[src/rtl/pipe_ctrl_pkg.sv]
// -----------------------------------------------------------------------------
// pipe_ctrl_pkg
//   Shared constants and helpers for the 5-stage pipeline sequencer.
//   RegAddrBusW            : register address width
//   FWD_RF/EXE/MEM/WB      : 2-bit bypass source selects
//   reg_match()            : RAW match of one ID source against one dest reg
// -----------------------------------------------------------------------------
package pipe_ctrl_pkg;

   localparam int RegAddrBusW = 5;

   localparam logic [1:0] FWD_RF  = 2'b00;
   localparam logic [1:0] FWD_EXE = 2'b01;
   localparam logic [1:0] FWD_MEM = 2'b10;
   localparam logic [1:0] FWD_WB  = 2'b11;

   // r0 is hard-wired zero, so it can never carry a dependency.
   function automatic logic reg_match(input logic                   re,
                                      input logic [RegAddrBusW-1:0] rs,
                                      input logic [RegAddrBusW-1:0] dest);
      return re & (rs != {RegAddrBusW{1'b0}}) & (rs == dest);
   endfunction

endpackage

[src/rtl/pipe_ctrl_if.sv]
// -----------------------------------------------------------------------------
// pipe_ctrl_if
//   Bundle of stage status inputs and control outputs of the pipeline sequencer.
//   slave  : seen by pipe_ctrl (status in, enables/valids/counters out)
//   master : seen by the datapath / bench (drives status, observes controls)
//   Optional macro PIPE_FWD_EN adds the bypass select signals.
// -----------------------------------------------------------------------------
interface pipe_ctrl_if
   import pipe_ctrl_pkg::*;
   #(parameter int PERF_CNT_W = 32);

   logic                   ctl_if_over_i;
   logic                   ctl_exe_over_i;
   logic                   ctl_mem_over_i;
   logic                   ctl_exe_is_load_i;
   logic [RegAddrBusW-1:0] ctl_exe_dest_i;
   logic [RegAddrBusW-1:0] ctl_mem_dest_i;
   logic [RegAddrBusW-1:0] ctl_wb_dest_i;
   logic [RegAddrBusW-1:0] ctl_id_rs1_i;
   logic                   ctl_id_rs1_re_i;
   logic [RegAddrBusW-1:0] ctl_id_rs2_i;
   logic                   ctl_id_rs2_re_i;
   logic                   ctl_br_flush_i;

   logic                   ctl_if_allowin_o;
   logic                   ctl_if_cancel_o;
   logic                   ctl_id_latch_o;
   logic                   ctl_exe_latch_o;
   logic                   ctl_mem_latch_o;
   logic                   ctl_wb_latch_o;
   logic                   ctl_id_valid_o;
   logic                   ctl_exe_valid_o;
   logic                   ctl_mem_valid_o;
   logic                   ctl_wb_valid_o;
`ifdef PIPE_FWD_EN
   logic [1:0]             ctl_fwd_rs1_sel_o;
   logic [1:0]             ctl_fwd_rs2_sel_o;
`endif
   logic [PERF_CNT_W-1:0]  perf_retire_o;
   logic [PERF_CNT_W-1:0]  perf_stall_o;

   modport slave (
      input  ctl_if_over_i, ctl_exe_over_i, ctl_mem_over_i, ctl_exe_is_load_i,
             ctl_exe_dest_i, ctl_mem_dest_i, ctl_wb_dest_i,
             ctl_id_rs1_i, ctl_id_rs1_re_i, ctl_id_rs2_i, ctl_id_rs2_re_i,
             ctl_br_flush_i,
      output ctl_if_allowin_o, ctl_if_cancel_o,
             ctl_id_latch_o, ctl_exe_latch_o, ctl_mem_latch_o, ctl_wb_latch_o,
             ctl_id_valid_o, ctl_exe_valid_o, ctl_mem_valid_o, ctl_wb_valid_o,
             perf_retire_o, perf_stall_o
`ifdef PIPE_FWD_EN
      , output ctl_fwd_rs1_sel_o, ctl_fwd_rs2_sel_o
`endif
   );

   modport master (
      output ctl_if_over_i, ctl_exe_over_i, ctl_mem_over_i, ctl_exe_is_load_i,
             ctl_exe_dest_i, ctl_mem_dest_i, ctl_wb_dest_i,
             ctl_id_rs1_i, ctl_id_rs1_re_i, ctl_id_rs2_i, ctl_id_rs2_re_i,
             ctl_br_flush_i,
      input  ctl_if_allowin_o, ctl_if_cancel_o,
             ctl_id_latch_o, ctl_exe_latch_o, ctl_mem_latch_o, ctl_wb_latch_o,
             ctl_id_valid_o, ctl_exe_valid_o, ctl_mem_valid_o, ctl_wb_valid_o,
             perf_retire_o, perf_stall_o
`ifdef PIPE_FWD_EN
      , input ctl_fwd_rs1_sel_o, ctl_fwd_rs2_sel_o
`endif
   );

endinterface

[src/rtl/pipe_ctrl_hazard_unit.sv]
// -----------------------------------------------------------------------------
// pipe_hazard_unit
//   Combinational RAW check of one ID source register against EXE/MEM/WB.
//   re, rs                    : source read enable / address
//   exe/mem/wb_dest           : downstream dest regs (0 when no write)
//   stall                     : ID must hold this cycle
//   With PIPE_FWD_EN also:
//   exe_is_load, exe_over     : EXE producer state
//   fwd_sel                   : bypass source (EXE > MEM > WB > RF)
// -----------------------------------------------------------------------------
module pipe_hazard_unit
   import pipe_ctrl_pkg::*;
(
   input  logic                   re,
   input  logic [RegAddrBusW-1:0] rs,
   input  logic [RegAddrBusW-1:0] exe_dest,
   input  logic [RegAddrBusW-1:0] mem_dest,
   input  logic [RegAddrBusW-1:0] wb_dest,
`ifdef PIPE_FWD_EN
   input  logic                   exe_is_load,
   input  logic                   exe_over,
   output logic [1:0]             fwd_sel,
`endif
   output logic                   stall
);

   logic m_exe;
   logic m_mem;
   logic m_wb;

   assign m_exe = reg_match(re, rs, exe_dest);
   assign m_mem = reg_match(re, rs, mem_dest);
   assign m_wb  = reg_match(re, rs, wb_dest);

`ifdef PIPE_FWD_EN
   // Only an EXE producer without a result yet (load or busy unit) blocks ID.
   assign stall = m_exe & (exe_is_load | ~exe_over);

   // Bypass source select, youngest producer wins.
   always_comb begin
      fwd_sel = FWD_RF;
      if (m_exe) begin
         fwd_sel = FWD_EXE;
      end else if (m_mem) begin
         fwd_sel = FWD_MEM;
      end else if (m_wb) begin
         fwd_sel = FWD_WB;
      end else begin
         fwd_sel = FWD_RF;
      end
   end
`else
   // Without bypass, wait until the producer has left WB.
   assign stall = m_exe | m_mem | m_wb;
`endif

endmodule

[src/rtl/pipe_ctrl.sv]
// -----------------------------------------------------------------------------
// pipe_ctrl
//   Sequencer for the IF/ID/EXE/MEM/WB pipeline: stage valid flags, allowin
//   chain, bus-register latch enables, RAW hazard stall, branch flush and
//   retire/stall performance counters.
//   clk_i  : clock (rising edge)
//   rst_i  : synchronous active-high reset
//   bus    : pipe_ctrl_if.slave (status in, control/valid/counters out)
//   Optional macro PIPE_FWD_EN: bypass selects, stall only on load-use/busy EXE.
// -----------------------------------------------------------------------------
module pipe_ctrl
   import pipe_ctrl_pkg::*;
#(
   parameter int PERF_CNT_W = 32
)(
   input  logic       clk_i,
   input  logic       rst_i,
   pipe_ctrl_if.slave bus
);

   logic id_v, exe_v, mem_v, wb_v;
   logic id_over, exe_over, mem_over, wb_over;
   logic id_allowin, exe_allowin, mem_allowin, wb_allowin;
   logic id_latch, exe_latch, mem_latch, wb_latch;
   logic stall_rs1, stall_rs2, hazard, flush;
   logic [PERF_CNT_W-1:0] retire_cnt;
   logic [PERF_CNT_W-1:0] stall_cnt;

   pipe_hazard_unit u_haz_rs1 (
      .re          (bus.ctl_id_rs1_re_i),
      .rs          (bus.ctl_id_rs1_i),
      .exe_dest    (bus.ctl_exe_dest_i),
      .mem_dest    (bus.ctl_mem_dest_i),
      .wb_dest     (bus.ctl_wb_dest_i),
`ifdef PIPE_FWD_EN
      .exe_is_load (bus.ctl_exe_is_load_i),
      .exe_over    (bus.ctl_exe_over_i),
      .fwd_sel     (bus.ctl_fwd_rs1_sel_o),
`endif
      .stall       (stall_rs1)
   );

   pipe_hazard_unit u_haz_rs2 (
      .re          (bus.ctl_id_rs2_re_i),
      .rs          (bus.ctl_id_rs2_i),
      .exe_dest    (bus.ctl_exe_dest_i),
      .mem_dest    (bus.ctl_mem_dest_i),
      .wb_dest     (bus.ctl_wb_dest_i),
`ifdef PIPE_FWD_EN
      .exe_is_load (bus.ctl_exe_is_load_i),
      .exe_over    (bus.ctl_exe_over_i),
      .fwd_sel     (bus.ctl_fwd_rs2_sel_o),
`endif
      .stall       (stall_rs2)
   );

`ifndef PIPE_FWD_EN
   // The load flag only matters for the bypass network.
   logic unused_exe_is_load;
   assign unused_exe_is_load = bus.ctl_exe_is_load_i;
`endif

   assign hazard   = stall_rs1 | stall_rs2;
   assign flush    = bus.ctl_br_flush_i & exe_v;

   assign id_over  = id_v & ~hazard;
   assign exe_over = exe_v & bus.ctl_exe_over_i;
   assign mem_over = mem_v & bus.ctl_mem_over_i;
   assign wb_over  = wb_v;

   // Backpressure ripples from WB toward ID; an empty stage always accepts.
   assign wb_allowin  = 1'b1;
   assign mem_allowin = ~mem_v | (mem_over & wb_allowin);
   assign exe_allowin = ~exe_v | (exe_over & mem_allowin);
   assign id_allowin  = ~id_v  | (id_over  & exe_allowin);

   // A flush kills both the fetch entering ID and the ID op entering EXE.
   assign id_latch  = bus.ctl_if_over_i & id_allowin & ~flush;
   assign exe_latch = id_over  & exe_allowin & ~flush;
   assign mem_latch = exe_over & mem_allowin;
   assign wb_latch  = mem_over & wb_allowin;

   // Stage valid flags: load on allowin, otherwise hold; flush clears ID.
   always_ff @(posedge clk_i) begin
      if (rst_i) begin
         id_v  <= 1'b0;
         exe_v <= 1'b0;
         mem_v <= 1'b0;
         wb_v  <= 1'b0;
      end else begin
         if (flush) begin
            id_v <= 1'b0;
         end else if (id_allowin) begin
            id_v <= id_latch;
         end else begin
            id_v <= id_v;
         end
         if (exe_allowin) begin
            exe_v <= exe_latch;
         end else begin
            exe_v <= exe_v;
         end
         if (mem_allowin) begin
            mem_v <= mem_latch;
         end else begin
            mem_v <= mem_v;
         end
         wb_v <= wb_latch;
      end
   end

   // Retire and hazard-stall counters, wrapping naturally at full width.
   always_ff @(posedge clk_i) begin
      if (rst_i) begin
         retire_cnt <= {PERF_CNT_W{1'b0}};
         stall_cnt  <= {PERF_CNT_W{1'b0}};
      end else begin
         if (wb_over) begin
            retire_cnt <= retire_cnt + {{(PERF_CNT_W-1){1'b0}}, 1'b1};
         end else begin
            retire_cnt <= retire_cnt;
         end
         if (id_v & hazard) begin
            stall_cnt <= stall_cnt + {{(PERF_CNT_W-1){1'b0}}, 1'b1};
         end else begin
            stall_cnt <= stall_cnt;
         end
      end
   end

   assign bus.ctl_if_allowin_o = id_allowin & ~flush;
   assign bus.ctl_if_cancel_o  = flush;
   assign bus.ctl_id_latch_o   = id_latch;
   assign bus.ctl_exe_latch_o  = exe_latch;
   assign bus.ctl_mem_latch_o  = mem_latch;
   assign bus.ctl_wb_latch_o   = wb_latch;
   assign bus.ctl_id_valid_o   = id_v;
   assign bus.ctl_exe_valid_o  = exe_v;
   assign bus.ctl_mem_valid_o  = mem_v;
   assign bus.ctl_wb_valid_o   = wb_v;
   assign bus.perf_retire_o    = retire_cnt;
   assign bus.perf_stall_o     = stall_cnt;

endmodule

[src/flat_wrapper.sv]
// flat-port wrapper written by rule: the top's interface ports become plain ports
module pipe_ctrl_flat import pipe_ctrl_pkg::*;
#(
   parameter int PERF_CNT_W = 32
)
  (clk_i, rst_i, bus_ctl_if_over_i, bus_ctl_exe_over_i, bus_ctl_mem_over_i, bus_ctl_exe_is_load_i, bus_ctl_exe_dest_i, bus_ctl_mem_dest_i, bus_ctl_wb_dest_i, bus_ctl_id_rs1_i, bus_ctl_id_rs1_re_i, bus_ctl_id_rs2_i, bus_ctl_id_rs2_re_i, bus_ctl_br_flush_i, bus_ctl_if_allowin_o, bus_ctl_if_cancel_o, bus_ctl_id_latch_o, bus_ctl_exe_latch_o, bus_ctl_mem_latch_o, bus_ctl_wb_latch_o, bus_ctl_id_valid_o, bus_ctl_exe_valid_o, bus_ctl_mem_valid_o, bus_ctl_wb_valid_o, bus_perf_retire_o, bus_perf_stall_o);
  pipe_ctrl_if #(.PERF_CNT_W(PERF_CNT_W)) bus_i ();
  input  logic clk_i;
  input  logic rst_i;
  input wire logic [$bits(bus_i.ctl_if_over_i)-1:0] bus_ctl_if_over_i;
  input wire logic [$bits(bus_i.ctl_exe_over_i)-1:0] bus_ctl_exe_over_i;
  input wire logic [$bits(bus_i.ctl_mem_over_i)-1:0] bus_ctl_mem_over_i;
  input wire logic [$bits(bus_i.ctl_exe_is_load_i)-1:0] bus_ctl_exe_is_load_i;
  input wire logic [$bits(bus_i.ctl_exe_dest_i)-1:0] bus_ctl_exe_dest_i;
  input wire logic [$bits(bus_i.ctl_mem_dest_i)-1:0] bus_ctl_mem_dest_i;
  input wire logic [$bits(bus_i.ctl_wb_dest_i)-1:0] bus_ctl_wb_dest_i;
  input wire logic [$bits(bus_i.ctl_id_rs1_i)-1:0] bus_ctl_id_rs1_i;
  input wire logic [$bits(bus_i.ctl_id_rs1_re_i)-1:0] bus_ctl_id_rs1_re_i;
  input wire logic [$bits(bus_i.ctl_id_rs2_i)-1:0] bus_ctl_id_rs2_i;
  input wire logic [$bits(bus_i.ctl_id_rs2_re_i)-1:0] bus_ctl_id_rs2_re_i;
  input wire logic [$bits(bus_i.ctl_br_flush_i)-1:0] bus_ctl_br_flush_i;
  output wire logic [$bits(bus_i.ctl_if_allowin_o)-1:0] bus_ctl_if_allowin_o;
  output wire logic [$bits(bus_i.ctl_if_cancel_o)-1:0] bus_ctl_if_cancel_o;
  output wire logic [$bits(bus_i.ctl_id_latch_o)-1:0] bus_ctl_id_latch_o;
  output wire logic [$bits(bus_i.ctl_exe_latch_o)-1:0] bus_ctl_exe_latch_o;
  output wire logic [$bits(bus_i.ctl_mem_latch_o)-1:0] bus_ctl_mem_latch_o;
  output wire logic [$bits(bus_i.ctl_wb_latch_o)-1:0] bus_ctl_wb_latch_o;
  output wire logic [$bits(bus_i.ctl_id_valid_o)-1:0] bus_ctl_id_valid_o;
  output wire logic [$bits(bus_i.ctl_exe_valid_o)-1:0] bus_ctl_exe_valid_o;
  output wire logic [$bits(bus_i.ctl_mem_valid_o)-1:0] bus_ctl_mem_valid_o;
  output wire logic [$bits(bus_i.ctl_wb_valid_o)-1:0] bus_ctl_wb_valid_o;
  output wire logic [$bits(bus_i.perf_retire_o)-1:0] bus_perf_retire_o;
  output wire logic [$bits(bus_i.perf_stall_o)-1:0] bus_perf_stall_o;
  assign bus_i.ctl_if_over_i = bus_ctl_if_over_i;
  assign bus_i.ctl_exe_over_i = bus_ctl_exe_over_i;
  assign bus_i.ctl_mem_over_i = bus_ctl_mem_over_i;
  assign bus_i.ctl_exe_is_load_i = bus_ctl_exe_is_load_i;
  assign bus_i.ctl_exe_dest_i = bus_ctl_exe_dest_i;
  assign bus_i.ctl_mem_dest_i = bus_ctl_mem_dest_i;
  assign bus_i.ctl_wb_dest_i = bus_ctl_wb_dest_i;
  assign bus_i.ctl_id_rs1_i = bus_ctl_id_rs1_i;
  assign bus_i.ctl_id_rs1_re_i = bus_ctl_id_rs1_re_i;
  assign bus_i.ctl_id_rs2_i = bus_ctl_id_rs2_i;
  assign bus_i.ctl_id_rs2_re_i = bus_ctl_id_rs2_re_i;
  assign bus_i.ctl_br_flush_i = bus_ctl_br_flush_i;
  assign bus_ctl_if_allowin_o = bus_i.ctl_if_allowin_o;
  assign bus_ctl_if_cancel_o = bus_i.ctl_if_cancel_o;
  assign bus_ctl_id_latch_o = bus_i.ctl_id_latch_o;
  assign bus_ctl_exe_latch_o = bus_i.ctl_exe_latch_o;
  assign bus_ctl_mem_latch_o = bus_i.ctl_mem_latch_o;
  assign bus_ctl_wb_latch_o = bus_i.ctl_wb_latch_o;
  assign bus_ctl_id_valid_o = bus_i.ctl_id_valid_o;
  assign bus_ctl_exe_valid_o = bus_i.ctl_exe_valid_o;
  assign bus_ctl_mem_valid_o = bus_i.ctl_mem_valid_o;
  assign bus_ctl_wb_valid_o = bus_i.ctl_wb_valid_o;
  assign bus_perf_retire_o = bus_i.perf_retire_o;
  assign bus_perf_stall_o = bus_i.perf_stall_o;
  pipe_ctrl #(.PERF_CNT_W(PERF_CNT_W)) u_core (.clk_i(clk_i), .rst_i(rst_i), .bus(bus_i));
endmodule
[config.mk]
export PLATFORM = sky130hd
export DESIGN_NAME = pipe_ctrl_flat
export DESIGN_NICKNAME = d
export VERILOG_FILES = /design/src/rtl/pipe_ctrl_pkg.sv /design/src/rtl/pipe_ctrl_if.sv /design/src/rtl/pipe_ctrl_hazard_unit.sv /design/src/rtl/pipe_ctrl.sv /design/src/flat_wrapper.sv
export SDC_FILE = /design/constraint.sdc
export NUM_CORES = 1
export LEC_CHECK = 0
export ABC_AREA = 1
export CORE_MARGIN = 4
export CORE_UTILIZATION = 30
export CTS_CLUSTER_SIZE = 30
export DETAILED_ROUTE_END_ITERATION = 8
export PLACE_DENSITY = 0.64
export SYNTH_ARGS = -nofsm -noshare
export SYNTH_HDL_FRONTEND = slang
export SYNTH_SLANG_ARGS = --single-unit
[constraint.sdc]
create_clock -name clk_i -period 4.51 [get_ports clk_i]
set_input_delay 1.1275 -clock clk_i [delete_from_list [all_inputs] [get_ports clk_i]]
set_output_delay 1.1275 -clock clk_i [all_outputs]
set_load 0.02 [all_outputs]
### Word level (Yosys, flattened, before mapping)

Cells that the tools add are included.

* add/subtract/negate cells: 2
* equality and inequality tests: 6
* bitwise operators: 32
* reduce and logical (&&, ||, !) cells: 3

Operators with widths (count)
* 32-bit by 1-bit adder with 32-bit output, second input constant: 2
* 5-bit equality test: 6
* 1-bit bitwise AND: 19
* 5-bit nonzero test: 2
* 1-bit bitwise OR: 8
* 1-bit NOT: 5
* 2-bit OR reduction: 1

* register bits after elaboration: 68
* bits of input ports: 34
* output and inout port bits: 74
* logic and storage cells: 49

### Logic depth before layout (Yosys ltp)

* depth after elaboration: 12
* depth in mapped cells: 14
* depth with buffers taken out: 14

### Modules after synthesis

A second synthesis with hierarchy kept.

* cell total of the unflattened synthesis: 676
* area, all modules: 4194.0 sq um

By module, submodules not included
* pipe_ctrl: times used 1, cells each 566, area each 3678.5 sq um, sequential area each 1361.3 sq um
* pipe_hazard_unit: times used 2, cells each 55, area each 257.7 sq um, sequential area each 0.0 sq um

### Least setup slack after synthesis

Ideal clock, no wire load.

* path type: in2out
* start point: input bus_ctl_id_rs1_i[1]
* end point: output bus_ctl_id_latch_o
* arrival: 2.218 ns
* data required time: 3.383 ns
* path slack: 1.164 ns
* cell stages on the path: 11
* path buffers: 0
* path through: inv_1 > nand2_1 > nand2_1 > nor2_1 > nand3_1 > nand3_1 > nand2_2 > nand3_1 > nand2_1 > inv_1 > nor3_1

* longest elaborated chain between the ends: 12
* elaborated cells between the ends (all ways): 17
* classes of those cells: eq/ne (3); bitwise (13); reduce/logical (1)

Ends and longest elaborated chain
* from (decl): line flat_wrapper.sv:17 `input wire logic [$bits(bus_i.ctl_id_rs1_i)-1:0] bus_ctl_id_rs1_i;`
* 5-bit nonzero test: line pipe_ctrl_pkg.sv:21 `return re & (rs != {RegAddrBusW{1'b0}}) & (rs == dest);`
* 1-bit bitwise AND (2 in series): line pipe_ctrl_pkg.sv:21
* 1-bit bitwise OR: line pipe_ctrl_hazard_unit.sv:54 `assign stall = m_exe | m_mem | m_wb;`
* 1-bit bitwise OR (*): line pipe_ctrl_hazard_unit.sv:54
* 1-bit bitwise OR (*): line pipe_ctrl.sv:63 `assign hazard = stall_rs1 | stall_rs2;`
* 1-bit NOT (*): line pipe_ctrl.sv:66 `assign id_over = id_v & ~hazard;`
* 1-bit bitwise AND (*): line pipe_ctrl.sv:66
* 1-bit bitwise AND (*): line pipe_ctrl.sv:75 `assign id_allowin = ~id_v | (id_over & exe_allowin);`
* 1-bit bitwise OR (*): line pipe_ctrl.sv:75
* 1-bit bitwise AND (*) (2 in series): line pipe_ctrl.sv:78 `assign id_latch = bus.ctl_if_over_i & id_allowin & ~flush;`
* to (decl): line flat_wrapper.sv:24 `output wire logic [$bits(bus_i.ctl_id_latch_o)-1:0] bus_ctl_id_latch_o;`

Mark *: on every way between the ends. The rest lies on a longest branch, timed or not.

### Final worst setup path

* start point: input bus_ctl_id_rs1_i[1]
* end point: output bus_ctl_if_allowin_o

* longest elaborated chain between the ends: 11
* elaborated cells between the ends (all ways): 16
* classes of those cells: eq/ne (3); bitwise (12); reduce/logical (1)

Ends and longest elaborated chain
* 5-bit nonzero test: line pipe_ctrl_pkg.sv:21
* 1-bit bitwise AND (2 in series): line pipe_ctrl_pkg.sv:21
* 1-bit bitwise OR: line pipe_ctrl_hazard_unit.sv:54
* 1-bit bitwise OR (*): line pipe_ctrl_hazard_unit.sv:54
* 1-bit bitwise OR (*): line pipe_ctrl.sv:63
* 1-bit NOT (*): line pipe_ctrl.sv:66
* 1-bit bitwise AND (*): line pipe_ctrl.sv:66
* 1-bit bitwise AND (*): line pipe_ctrl.sv:75
* 1-bit bitwise OR (*): line pipe_ctrl.sv:75
* 1-bit bitwise AND (*): line pipe_ctrl.sv:131 `assign bus.ctl_if_allowin_o = id_allowin & ~flush;`
* to (decl): line flat_wrapper.sv:22 `output wire logic [$bits(bus_i.ctl_if_allowin_o)-1:0] bus_ctl_if_allowin_o;`

Marks and branches as above.

==> flow_summary.ini <==
[outcome]
outcome = finished clean

[timing]
setup_violations = 0
finalHoldViolCount = 0
rsz0062_at_grt = false
final.setup_skew_ns = 0.00791
fin_crit_ns = 4.29
slew-limit-headroom_pct = 60.2
worst_pin_slew_ns = 0.597
slew_violations = 0
max_freq_ghz = 0.233
finalCritPeriodShare_pct = 95.1
setup_ws_ns = 0.222
finalSetupTns_ns = 0

[layout]
fin_nets = 832
layout-drive-gt1-share_pct = 6.62
layout_commonest_cell = nand2_1
filler_cell_count = 1524
area_growth_syn_to_layout_pct = 34.9
multi_input_area_um2 = 2580
layout_common_cells = nand2_1 (188), clkdlybuf4s50_1 (103), nor2_1 (88)
n_antenna_cell = 0
seqCellArea_um2 = 1360

[grt]
met2_usage_pct = 26.0
grtUsageTotal_pct = 15.8
grt_max_degree = 50
use_met1_pct = 19.9
gr-usage-met3_pct = 4.61
grt.busiest_layer = met2
grt_first_pass_wirelength_um = 21300
grt_pass1_vias = 4461
antenna_found_initial = 0
overflow = 0

[clock_tree]
htreeDepth = 3
cts_tree = yes
cts_root_buf = clkbuf_16
cts_buffer_depth = 2
clkTransAtPathRegs_ns = 0.05
cts_buffers = 9
post-cts-setup-buffers = 0
postCtsHoldBufs = 0
cts_sinks = 68
ctsResizeCount = 0
insertion_delay_ns = 0.34

[routing]
antenna_left = 0
post-route-drc-count = 0
vias = 4539
wirelength_um = 12600
wl_per_cell_um = 12.8
dr.pass1.iters = 6
vias_per_cell = 4.63
drt_iter0_markers = 318

[floorplanning]
die_w_um = 129
num_io_pins = 108
start_util_pct = 31.1
rows = 43
die_h_um = 129
die-area_um2 = 16600
core_area_um2 = 14100

[yosys]
synth_top_family_by_area = simple AND/OR/NAND/NOR gates
syn_area_um2 = 4390
synth-adder-area-share_pct = 0.570
synth_area_leaders = dfxtp_1 (31%), nand2_1 (16%), nor2_1 (7.5%)
syn_nets = 731
ys_seq_area_share_pct = 31.0
synth_top_cell_by_area = dfxtp_1
synth.avg_cell_area_um2 = 6.31
yosys.area_share.simple_pct = 40.5
yosysUniqueCellTypes = 32
synthCells = 695
synthXorXnorAreaFrac_pct = 9.78
synth_compound_area_share_pct = 7.96
synth.yosys.warnings = 0
yosysTopAreaCellShare_pct = 31.0
muxShareOfSynthArea_pct = 0
synth-seq-cells = 68

[setup_path]
path_class = in -> out
crit_fanout = 4
worst_path_max_delay_cell = clkdlybuf4s50_1
arrival_ns = 3.16
crit_top_cell = nand2_1
slowest_delay_ns = 0.60
critPathLaunchType = primary input
end_kind = primary output
required_ns = 3.38
path_cells = clkdlybuf4s50_1, inv_1, nand2_1, nand2_1, nand2_1, nor2_1, nand2_1, nand3_1, nand2_2, nand3_1, nand2_1, inv_1, nor2_1, clkdlybuf4s50_1

[power]
p_per_area_nw_per_um2 = 263
peakVddDrop_mv = 0.192
leakage_nw = 2.27

[run]
maxCapViolCount = 0

[placed_design]
globalplace.congestion = 0.932
hpwl_um = 9550
portBuffers = 106
post-place-ws_ns = 0.136

[hold_path]
hp-class = reg -> reg
==> sequential cells by signal, indices dropped and copies added, names as in the netlist <==
name	count
u_core.bus.ctl_exe_valid_o	1
u_core.bus.ctl_id_valid_o	1
u_core.bus.ctl_mem_valid_o	1
u_core.bus.ctl_wb_valid_o	1
u_core.bus.perf_retire_o	32
u_core.bus.perf_stall_o	32
==> layout make-up <==
class / instances / share of cell area [%]
repair buffers: 108 / 18.2
well taps: 180 / 3.80
clock inverters: 4 / 1.18
clock buffers: 12 / 4.50
flip-flops and latches: 68 / 23.0
inverters: 90 / 5.71
multi-input cells: 519 / 43.6
==> synthesized netlist by cell type (all sizes together) <==
master and instances:
a31oi 2, nand3 56, ha 2, nand4 15, nand3b 3, nand2 196
nor4 4, nor3b 1, buf 8, xnor2 14, clkbuf 10, or2 1
o21ai 18, nor2 96, a221oi 1, inv 90, dfxtp 68, a21oi 46
xor2 35, o21a 1, nor3 28
==> power by group <==
group	switching (mW)	total, mW	internal (mW)
registers	0.00415	0.609	0.605
logic	0.0936	0.160	0.0662
clock network	0.259	0.786	0.527
total	0.357	1.55	1.20
==> per-stage QoR <==
step | cell area [um^2] | utilization [%] | cells | total power [mW] | hold slack, ns
2_1_floorplan | 4390 | - | 695 | 0.714 | 0.542
3_3_place_gp | 5580 | 39.6 | 965 | 0.783 | 0.470
3_5_place_dp | 5580 | 39.6 | 965 | 0.783 | 0.463
4_1_cts | 5910 | 42.0 | 981 | 1.57 | 0.480
5_1_grt | 5920 | 42.0 | 981 | 1.62 | 0.514
6_report | 5920 | 42.0 | 981 | 1.55 | 0.479
==> final timing paths <==
kind | end | start | depth (start not counted) | slack [ns]
setup reg to reg | u_core.bus.perf_stall_o[26]$_SDFFE_PP0P_ | u_core.bus.perf_stall_o[0]$_SDFFE_PP0P_ | 9 | 2.57
hold reg to reg | u_core.bus.ctl_wb_valid_o$_SDFF_PP0_ | u_core.bus.ctl_mem_valid_o$_SDFFE_PP0P_ | 2 | 0.48
hold / removal | u_core.bus.ctl_wb_valid_o$_SDFF_PP0_ | u_core.bus.ctl_mem_valid_o$_SDFFE_PP0P_ | 2 | 0.48
setup / recovery | bus_ctl_if_allowin_o | bus_ctl_id_rs1_i[1] | 14 | 0.22
==> critical path: cells and delay by family <==
kind          cells  cell delay [ns]
buf+inv           4             1.30
simple gates     10             0.72
==> layer usage <==
| metal | part of all wire, % | vias to the layer above | wire length (um) |
|---|---|---|---|
| li1 | - | 2407 | - |
| met1 | 46 | 2004 | 5800 |
| met2 | 46 | 115 | 5810 |
| met3 | 5.9 | 13 | 737 |
| met4 | 1.6 | 0 | 202 |
| met5 | 0 | - | 0 |
==> logic make-up (layout without fill, tap and decap cells) <==
| kind of cell | after synthesis | after routing |
|---|---|---|
| AOI/OAI and AO/OA | 68 | 68 |
| and+or+nand+nor | 400 | 400 |
| xor gates and xnor gates | 49 | 49 |
| DFF | 68 | 68 |
| buffers and inverters | 108 | 214 |
| adders and majority gates | 2 | 2 |
Note: power is estimated with default switching activity, not from simulation.
